[src/rtl/pipe_pkg.sv]
`default_nettype none
// ============================================================================
// Module      : pipe_pkg
// Description : Shared constants for the parametrised inter-stage pipeline
//               register: default widths, control-bit positions and the
//               payload-width helper used to size the storage slots.
// Revision    : 1.0 - initial release
// ============================================================================
package pipe_pkg;

    // Default widths of the five-stage MIPS datapath
    localparam int c_DATA_W = 32;
    localparam int c_RD_W   = 5;

    // Bit positions inside the control bundle
    localparam int c_CTRL_REGWRITE = 0;
    localparam int c_CTRL_MEMTOREG = 1;

    // Total bits stored per entry: {data words, rd, ctrl}
    function automatic int payload_w(input int num_data, input int data_w,
                                     input int rd_w, input int ctrl_w);
        return num_data * data_w + rd_w + ctrl_w;
    endfunction

endpackage
`default_nettype wire

[src/rtl/pipe_skid_slot.sv]
`default_nettype none
// ============================================================================
// Module      : pipe_skid_slot
// Description : One storage slot of the pipeline stage: a valid bit plus a
//               payload register. The payload loads only on i_load (valid
//               bit carries the semantics); i_clear drops the valid bit only.
//               i_load takes precedence over i_clear.
// Ports       : clk, reset (sync, active-high), i_load, i_clear,
//               i_payload -> o_valid, o_payload
// Revision    : 1.0 - initial release
// ============================================================================
module pipe_skid_slot #(
    parameter int PAYLOAD_W = 8
) (
    input  logic                 clk,
    input  logic                 reset,
    input  logic                 i_load,
    input  logic                 i_clear,
    input  logic [PAYLOAD_W-1:0] i_payload,
    output logic                 o_valid,
    output logic [PAYLOAD_W-1:0] o_payload
);

    logic                 r_valid;
    logic [PAYLOAD_W-1:0] r_payload;

    always_ff @(posedge clk) begin
        if (reset) begin
            r_valid   <= 1'b0;
            r_payload <= '0;
        end else if (i_load) begin
            r_valid   <= 1'b1;
            r_payload <= i_payload;
        end else if (i_clear) begin
            r_valid   <= 1'b0;
        end
    end

    assign o_valid   = r_valid;
    assign o_payload = r_payload;

endmodule
`default_nettype wire

[src/rtl/pipe_stage_reg.sv]
`default_nettype none
// ============================================================================
// Module      : pipe_stage_reg
// Description : Parametrised inter-stage pipeline register with valid/ready
//               handshake and a 2-entry skid buffer (main slot M drives the
//               outputs, skid slot S absorbs the entry in flight when the
//               downstream stalls). in_ready depends only on registered state.
//               flush empties both slots; bubbles can squash out_ctrl.
// Ports       : clk, reset, flush,
//               in_valid/in_ready/in_data/in_rd/in_ctrl   (upstream side)
//               out_valid/out_ready/out_data/out_rd/out_ctrl (downstream side)
//               stall_cnt, bubble_cnt (only with PIPE_STAGE_PERF_EN defined)
// Options     : `define PIPE_STAGE_PERF_EN adds saturating stall/bubble
//               performance counters.
// Revision    : 1.0 - initial release
// ============================================================================
module pipe_stage_reg
    import pipe_pkg::*;
#(
    parameter int DATA_W      = c_DATA_W,
    parameter int NUM_DATA    = 2,
    parameter int RD_W        = c_RD_W,
    parameter int CTRL_W      = 2,
    parameter bit SQUASH_CTRL = 1'b1
) (
    input  logic                       clk,
    input  logic                       reset,
    input  logic                       flush,
    input  logic                       in_valid,
    output logic                       in_ready,
    input  logic [NUM_DATA*DATA_W-1:0] in_data,
    input  logic [RD_W-1:0]            in_rd,
    input  logic [CTRL_W-1:0]          in_ctrl,
    output logic                       out_valid,
    input  logic                       out_ready,
    output logic [NUM_DATA*DATA_W-1:0] out_data,
    output logic [RD_W-1:0]            out_rd,
`ifdef PIPE_STAGE_PERF_EN
    output logic [31:0]                stall_cnt,
    output logic [31:0]                bubble_cnt,
`endif
    output logic [CTRL_W-1:0]          out_ctrl
);

    localparam int c_DW = NUM_DATA * DATA_W;
    localparam int c_PW = payload_w(NUM_DATA, DATA_W, RD_W, CTRL_W);

    logic            w_m_valid, w_s_valid;
    logic [c_PW-1:0] w_m_payload, w_s_payload;
    logic [c_PW-1:0] w_in_payload, w_m_next;
    logic            w_in_fire, w_out_fire, w_m_free;
    logic            w_m_load, w_m_clear, w_s_load, w_s_clear;

    assign w_in_payload = {in_data, in_rd, in_ctrl};

    // S is only ever occupied while M is occupied, so S valid means "full".
    assign in_ready   = ~w_s_valid;
    assign out_valid  = w_m_valid;
    assign w_in_fire  = in_valid & in_ready;
    assign w_out_fire = out_valid & out_ready;
    assign w_m_free   = ~w_m_valid | w_out_fire;

    // M refills from S first (oldest entry), otherwise straight from input.
    assign w_m_next  = w_s_valid ? w_s_payload : w_in_payload;
    assign w_m_load  = ~flush & w_m_free & (w_s_valid | w_in_fire);
    assign w_m_clear = flush | (w_m_free & ~w_s_valid & ~w_in_fire);

    // S only captures when M is occupied and not draining this cycle.
    assign w_s_load  = ~flush & w_in_fire & ~w_m_free;
    assign w_s_clear = flush | (w_m_free & w_s_valid);

    pipe_skid_slot #(.PAYLOAD_W(c_PW)) u_slot_m (
        .clk       (clk),
        .reset     (reset),
        .i_load    (w_m_load),
        .i_clear   (w_m_clear),
        .i_payload (w_m_next),
        .o_valid   (w_m_valid),
        .o_payload (w_m_payload)
    );

    pipe_skid_slot #(.PAYLOAD_W(c_PW)) u_slot_s (
        .clk       (clk),
        .reset     (reset),
        .i_load    (w_s_load),
        .i_clear   (w_s_clear),
        .i_payload (w_in_payload),
        .o_valid   (w_s_valid),
        .o_payload (w_s_payload)
    );

    assign out_data = w_m_payload[c_PW-1 -: c_DW];
    assign out_rd   = w_m_payload[CTRL_W +: RD_W];

    generate
        if (SQUASH_CTRL) begin : g_squash
            // A bubble must never carry RegWrite/MemWrite downstream.
            assign out_ctrl = w_m_valid ? w_m_payload[CTRL_W-1:0] : '0;
        end else begin : g_raw_ctrl
            assign out_ctrl = w_m_payload[CTRL_W-1:0];
        end
    endgenerate

`ifdef PIPE_STAGE_PERF_EN
    logic [31:0] r_stall_cnt, r_bubble_cnt;

    // Saturating counters; flush deliberately leaves them untouched.
    always_ff @(posedge clk) begin
        if (reset) begin
            r_stall_cnt  <= '0;
            r_bubble_cnt <= '0;
        end else begin
            if (in_valid && !in_ready && (r_stall_cnt != 32'hFFFF_FFFF))
                r_stall_cnt <= r_stall_cnt + 32'd1;
            if (!out_valid && out_ready && (r_bubble_cnt != 32'hFFFF_FFFF))
                r_bubble_cnt <= r_bubble_cnt + 32'd1;
        end
    end

    assign stall_cnt  = r_stall_cnt;
    assign bubble_cnt = r_bubble_cnt;
`endif

endmodule
`default_nettype wire
[config.mk]
export PLATFORM = sky130hd
export DESIGN_NAME = pipe_stage_reg
export DESIGN_NICKNAME = d
export VERILOG_FILES = /design/src/rtl/pipe_pkg.sv /design/src/rtl/pipe_skid_slot.sv /design/src/rtl/pipe_stage_reg.sv
export SDC_FILE = /design/constraint.sdc
export NUM_CORES = 1
export LEC_CHECK = 0
export ABC_AREA = 1
export BUFFER_PORTS_ARGS = -buffer_cell sky130_fd_sc_hd__buf_2
export CAP_MARGIN = 20
export CORE_UTILIZATION = 50
export DETAILED_ROUTE_END_ITERATION = 8
export PLACE_DENSITY = 0.8
export SETUP_SLACK_MARGIN = 0.4
export SKIP_LAST_GASP = 1
export SLEW_MARGIN = 30
export SYNTH_ARGS = -nofsm -noshare
export SYNTH_HDL_FRONTEND = slang
export SYNTH_SLANG_ARGS = --single-unit
[constraint.sdc]
create_clock -name clk -period 2 [get_ports clk]
set_clock_uncertainty 0.05 [all_clocks]
set_input_delay 0.1 -clock clk [delete_from_list [all_inputs] [get_ports clk]]
set_output_delay 0.1 -clock clk [all_outputs]
set_load 0.05 [all_outputs]
==> impl_results.md, run 1 <==
* Status: completed
* H-tree depth at 4
* Final Hold Viols at 0
* Clock sink count at about 140
* CTS tree: done
* Post-Syn Nets at between 1,000 and 1,500
* Yosys cell types at 15
* Final Max Slew Viols at 0
* VDD IR max at 0.597 mV
* Vias in the first global route at 6,331
* Clock period minus worst slack at between 1.5 and 2 ns
* Sw frac at 28.8%
* Core area at 14,000 sq um
* Startpoint Class: register
* Post-Route WL at 17,100 um
* Worst-path clk slew at 0.06 ns
* Critical path class: reg -> reg
* Largest net degree at the start of global routing at 83
* Vias per inst at 4.65
* First-pass GRT wire length at 27,900 um
* R2r worst-path depth at 6
* Path type of the worst min-delay path: in -> reg
* WL per Instance at about 12 um
* Tot GR Track Use at 23.6%
* Worst path top cell family by delay: simple AND/OR/NAND/NOR gates
* Post-synthesis register bit count at roughly 140
* Clock Path Buffers at 2
* Pleak at 4.57 nW
* Switching power at 0.00208 W
* Initial Util at 51.6%
* Gate Count Post-Synth at 1,152
* Post-Syn Area at approximately 7200 sq um
* Row Count at 43
* Worst rel slew slack at 63.7%
* Internal power at 0.00515 W
* Crit-path most repeated cell: nand2_1
* Chip Width at 122 um
* Worst Path Buf+Inv at 1
* Layout cells sized above 1 at roughly 17%
* Pre-antenna DRT Iters at 5
* Diode count at 0
* Detail Placement HPWL at 9440 um
* CP max stage cell: dfxtp_2
* Die height at 122 um
* Worst Path Required at between 2 and 2.5 ns
* Worst path depth at 6
* Sequential area share after synthesis at 40.0%
* RSZ-0062 raised after global routing: yes
* Flop pwr share at approximately 42%
* Worst-Skew Late Latency at about 0.43 ns
* Combinational Power Share at about 17%
* Initial antenna violation count at 0
* Nets at 1,356
* Placer Congestion at 0.749
* Total CTS buffers at 17
* Final period utilization at 76.7%
* Layout area overhead at 23.8%
* Final core occ at between 60% and 70%
* DIE AREA at 14,900 sq um
* Worst-margin pin slew at around 0.55 ns
* Highest clock rate at 652 MHz
* Setup Viol. Count Final at 0
* Port Buffers at 148
* Via count at 6,854
* CTS root buf: clkbuf_16
* Arrival @ worst endpoint at 1.85 ns
* Boundary Pins at roughly 150
* Max-Cap Viols at 0
* PwrDens at 809 nW/um^2
* DR iter-0 viols at 376
* Slowest stage delay, CP at around 0.34 ns
* Syn avg cell area at 6.26 sq um
* GRT overflow at 0
* DR DRC count at 0
* Critical path, cell by cell: nand2_1 > nand3_4 > buf_12 > nand2_1 > nand2_1 > nor2_1
* Final setup TNS at 0 ns
* Crit Path Max Fanout at 52
* Clock share of power at 41.0%
* Final ANT Viol Nets at 0
* Syn. warnings at 0
* CP Capture Type: register
* Hold path depth at 5
-- path summary, 6_finish.rpt --
check,startpoint,slack [ns],end
setup / recovery,u_slot_m.o_valid,0.47,u_slot_m.o_payload[4]
hold / removal,in_data[16],0.03,u_slot_s.o_payload[23]
hold reg to reg,u_slot_s.o_payload[6],0.43,u_slot_s.o_payload[6]
setup reg to reg,u_slot_m.o_valid,0.47,u_slot_m.o_payload[4]
-- cells in the final DEF, fill, tap and decap left out, drive strengths merged --
cell type | netlist | layout
a21oi | 1 | 1
buf | 100 | 171
bufinv | 0 | 1
clkbuf | 36 | 21
clkinv | 0 | 6
clkinvlp | 0 | 5
dfxtp | 144 | 144
dlygate4sd3 | 0 | 72
inv | 150 | 149
nand2 | 289 | 289
nand3 | 73 | 74
nor2 | 287 | 288
nor3 | 1 | 1
o21ai | 71 | 71
-- cells by family after synthesis --
group	after synthesis	synth area share (%)
compound gates	72	4.99
buf+inv	286	19.5
flops	144	40.0
simple gates	650	35.5
-- synth_stat cells --
master	count	area [sq um]
a21oi_1	1	5.00
dfxtp_1	144	2880
inv_1	147	552
buf_1	13	48.8
nor3_1	1	5.00
nand2_1	289	1080
nor2_8	2	40.0
inv_2	3	11.3
o21ai_0	71	355
clkbuf_1	36	135
buf_4	70	526
buf_6	8	90.1
nor2_1	285	1070
buf_2	9	45.0
nand3_1	73	365
-- sequential cells by signal, summed over array words and instances (netlist names) --
signal,flops
u_slot_m.o_payload,71
u_slot_s.o_payload,71
u_slot_m.o_valid,1
u_slot_s.o_valid,1
-- power groups by stage --
stage,Combinational [W],Sequential (W),Clock [W]
after floorplan,0.000928,0.00311,0
after global placement,0.00106,0.00311,0
after detailed placement,0.00107,0.00312,0
after CTS,0.00118,0.00305,0.00302
after global routing,0.00132,0.00307,0.00316
final,0.00120,0.00306,0.00297
-- what timing repair did --
| action | 4_1_cts | 5_1_grt |
|---|---|---|
| resized for setup | 0 | 8 |
| pin swaps | 0 | 2 |
| buffers inserted | 0 | 6 |
| cloned | 0 | 2 |
| endpoints found under the hold margin | 72 | 0 |
| hold buffers | 72 | 0 |
| endpoints found under the setup margin | 2 | 136 |
-- worst reg2reg max path: cells and delay by family (launching register included) --
family | cells | cell delay [ns]
buffers and inverters | 1 | 0.27
and+or+nand+nor | 5 | 0.81
DFF | 1 | 0.34
-- cell type report --
| type | instances | area (sq um) |
|---|---|---|
| fill | 1224 | 5050 |
| multi-input combinational | 724 | 2970 |
| sequential | 144 | 2890 |
| timing repair buffer | 243 | 1730 |
| inverter | 150 | 569 |
| clock buffer | 21 | 460 |
| tap | 180 | 225 |
| clock inverter | 11 | 90.1 |
-- through the flow --
stage	hold slack, ns	instances	cell area (sq um)	setup slack (ns)	power, W
2_1_floorplan	0.112	1152	7220	0.444	0.00404
3_3_place_gp	0.280	1361	7570	0.448	0.00417
3_5_place_dp	0.276	1361	7570	0.421	0.00418
4_1_cts	0.00821	1465	8840	0.397	0.00725
5_1_grt	0.0715	1473	8930	0.346	0.00755
6_report	0.0272	1473	8930	0.467	0.00722
-- routing by layer --
metal / global-route usage [%] / share of wire [%] / routed length, um
met1: 26.5 / 42 / 7200
met2: 42.5 / 51 / 8740
met3: 5.29 / 5.2 / 891
met4: 9.98 / 1.8 / 308
met5: 0 / 0 / 0
(Power assumes the default switching activity.)
==> run 2, diff against run 1 <==
==> constraint.sdc (replaced) <==
create_clock -name clk -period 1.5 [get_ports clk]
set_clock_uncertainty 0.05 [all_clocks]
set_input_delay 0.075 -clock clk [delete_from_list [all_inputs] [get_ports clk]]
set_output_delay 0.075 -clock clk [all_outputs]
set_load 0.05 [all_outputs]
==> run 2 against run 1 <==
Compared with the run above:
- the flow now finishes with violations (negative hold slack)
- non-clock buffer count grew 52
- clock power increased by 60%
- count of clock-buffer cells in the layout up 2
- via count is 18% higher
- register-to-register slack got worse by 0.40 ns
- hold slack worse by 0.084 ns
- global-route usage is 3.0 points higher
- flip-flop and latch count stayed put
- sequential power up 35%
- power is 55% higher
- critical endpoint is now u_slot_m.o_payload[68]
==> impl_results.md, run 2 (synthesis gave the netlist of run 1 again) <==
* Status: finished with violations (was completed)
* Failing checks: negative hold slack
* Most frequent cells in the layout: 246 x nor2_1, 233 x nand2_1, 145 x inv_1 (was 289 x nand2_1, 284 x nor2_1, 148 x buf_2)
* R2r setup slk at 0.07 ns (was 0.47 ns)
* WL per Instance at 17.1 um (was 11.6 um)
* Worst rel slew slack at 78.2% (was 63.7%)
* Hold path depth at 4 (was 5)
* Initial Util at 51.6% (unchanged)
* CP max stage cell: dfxtp_4 (was dfxtp_2)
* Clock sink count at 144 (unchanged)
* Pleak at 5.33 nW (was 4.57 nW)
* DR iter-0 viols at 863 (was 376)
* Layout cells sized above 1 at 31.0% (was 16.6%)
* Setup Viol. Count Final at 0 (unchanged)
* Initial antenna violation count at 1 (was 0)
* Port Buffers at 148 (unchanged)
* Total power at 0.0112 W (was 0.00722 W)
* Final Max Slew Viols at 0 (unchanged)
* Arrival @ worst endpoint at 1.74 ns (was 1.85 ns)
* Hold-critical path endpoint: u_slot_s.o_valid (was u_slot_s.o_payload[23])
* DIE AREA at 14,900 sq um (unchanged)
* FF-to-FF End: u_slot_m.o_payload[68] (was u_slot_m.o_payload[4])
* Vias in the first global route at 6,554 (was 6,331)
* Worst-margin pin slew at 0.324 ns (was 0.545 ns)
* H-tree depth at 4 (unchanged)
* Largest net degree at the start of global routing at 76 (was 83)
* Row Count at 43 (unchanged)
* FILL cells at 851 (was 1,224)
* Final Hold Viols at 1 (was 0)
* Placer Congestion at 0.742 (was 0.749)
* Final ANT Viol Nets at 0 (unchanged)
* Final setup TNS at 0 ns (unchanged)
* RR Startpoint: u_slot_s.o_valid (was u_slot_m.o_valid)
* Max-Cap Viols at 0 (unchanged)
* Via count at 8,057 (was 6,854)
* DR DRC count at 0 (unchanged)
* CTS tree: done (unchanged)
* Clock period minus worst slack at 1.43 ns (was 1.53 ns)
* Final Non-Filler Cells at 1,524 (was 1,473)
* Worst Path Required at 1.81 ns (was 2.31 ns)
* Total CTS buffers at 17 (unchanged)
* Crit Path Max Fanout at 6 (was 52)
* R2r worst-path depth at 8 (was 6)
* Critical path, cell by cell: inv_8 > nand2_4 > nand3_4 > clkbuf_16 > clkbuf_16 > nand2_1 > nand2_1 > nor2_1 (was nand2_1 > nand3_4 > buf_12 > nand2_1 > nand2_1 > nor2_1)
* Clock Path Buffers at 2 (unchanged)
* Number of hold buffers added after CTS at 73 (was 72)
* RSZ-0062 raised after global routing: yes (unchanged)
* PwrDens at 1000 nW/um^2 (was 809 nW/um^2)
* Hold_sp: out_ready (was in_data[16])
* Path type of the worst min-delay path: in -> reg (unchanged)
* CP Capture Type: register (unchanged)
* Slowest stage delay, CP at 0.41 ns (was 0.34 ns)
* VDD IR max at 0.843 mV (was 0.597 mV)
* Worst path top cell family by delay: simple AND/OR/NAND/NOR gates (unchanged)
* Chip Width at 122 um (unchanged)
* CTS root buf: clkbuf_16 (unchanged)
* Layout area overhead at 55.1% (was 23.8%)
* Worst Path Buf+Inv at 3 (was 1)
* Placed insts at 1,360 (was 1,361)
* Post-Route WL at 26,100 um (was 17,100 um)
* Critical path class: reg -> reg (unchanged)
* Core area at 14,000 sq um (unchanged)
* First-pass GRT wire length at 30,900 um (was 27,900 um)
* Boundary Pins at 149 (unchanged)
* Die height at 122 um (unchanged)
* Vias per inst at 5.29 (was 4.65)
* Nets at 1,406 (was 1,356)
* Detail Placement HPWL at 9650 um (was 9440 um)
* GRT overflow at 0 (unchanged)
* Pre-antenna DRT Iters at 8 (was 5)
* Highest clock rate at 699 MHz (was 652 MHz)
* Startpoint Class: register (unchanged)
* Tot GR Track Use at 26.6% (was 23.6%)
* Final period utilization at 95.4% (was 76.7%)
* Leading cell type in the layout, fill and taps excluded: nor2_1 (was nand2_1)
* Worst-Skew Late Latency at 0.43 ns (about the same)
* Worst path depth at 8 (was 6)
* Final hold slack at -0.0572 ns (was 0.0272 ns)
* Worst-path clk slew at 0.06 ns (about the same)
run 2: cell count changes in the layout (fill, tap and decap cells not counted), sizes merged:
| cell | delta |
|---|---|
| clkbuf | +22 |
| clkinvlp | -4 |
| nor2 | -1 |
| clkinv | -3 |
| dlygate4sd3 | +1 |
| nand3 | -1 |
| inv | +1 |
| buf | +31 |
| bufinv | +4 |
| diode | +1 |
run 2: cell type report:
cell class | count | area (sq um) | share of cell area, %
Tap cell | 180 | 225 | 2.01
Clock inverter | 9 | 180 | 1.61
Multi-Input combinational cell | 722 | 3440 | 30.7
Antenna cell | 1 | 2.50 | 0.0224
Clock buffer | 23 | 468 | 4.18
Inverter | 150 | 576 | 5.14
Timing Repair Buffer | 295 | 3370 | 30.1
Sequential cell | 144 | 2940 | 26.2
run 2: how the worst max path moves through the flow:
stage	end	from	slack, ns
2_1_floorplan	u_slot_s.o_payload[54]	u_slot_s.o_valid	0.26
3_3_place_gp	u_slot_m.o_payload[35]	u_slot_s.o_valid	0.20
3_5_place_dp	u_slot_m.o_payload[35]	u_slot_s.o_valid	0.19
4_1_cts	u_slot_m.o_payload[8]	u_slot_s.o_valid	0.20
5_1_grt	u_slot_m.o_payload[68]	u_slot_s.o_valid	-0.004
6_report	u_slot_m.o_payload[68]	u_slot_s.o_valid	0.07
run 2: where the power goes:
part	switching, W	total [W]	internal, W	leakage [nW]
clock network	0.00170	0.00474	0.00304	0.312
registers	0.000129	0.00414	0.00401	1.19
logic	0.00136	0.00235	0.000991	3.83
total	0.00319	0.0112	0.00804	5.33
run 2: per-layer routing:
layer  share of wire [%]  global-route usage (%)  up-vias
li1                    -                       -     3721
met1                  35                    31.5     3623
met2                  50                    46.3      560
met3                 9.1                    4.96      153
met4                 6.0                    12.7        0
met5                   0                       0        -
run 2: metrics by stage:
stage | setup WS, ns | util [%] | cell area, sq um | hold slack (ns)
after floorplan | 0.263 | - | 7360 | 0.0844
final | 0.0692 | 80.0 | 11200 | -0.0572
after CTS | 0.200 | 69.7 | 9750 | -0.0702
after detailed placement | 0.191 | 54.5 | 7630 | 0.264
after global routing | -0.00382 | 80.0 | 11200 | -0.0536
after global placement | 0.196 | 54.5 | 7630 | 0.273
run 2: what timing repair did:
action | in CTS | in global routing
setup endpoints to repair | 215 | 197
cloned | 8 | 32
buffers inserted | 8 | 10
pin swaps | 13 | 33
hold endpoints to repair | 83 | 1
resized for setup | 148 | 224
run 2: tightest hold or removal path, stage by stage:
cell	delay (ns)
buf_2	0.08
inv_1	0.07
nand2_4	0.10
nor3_1	0.05
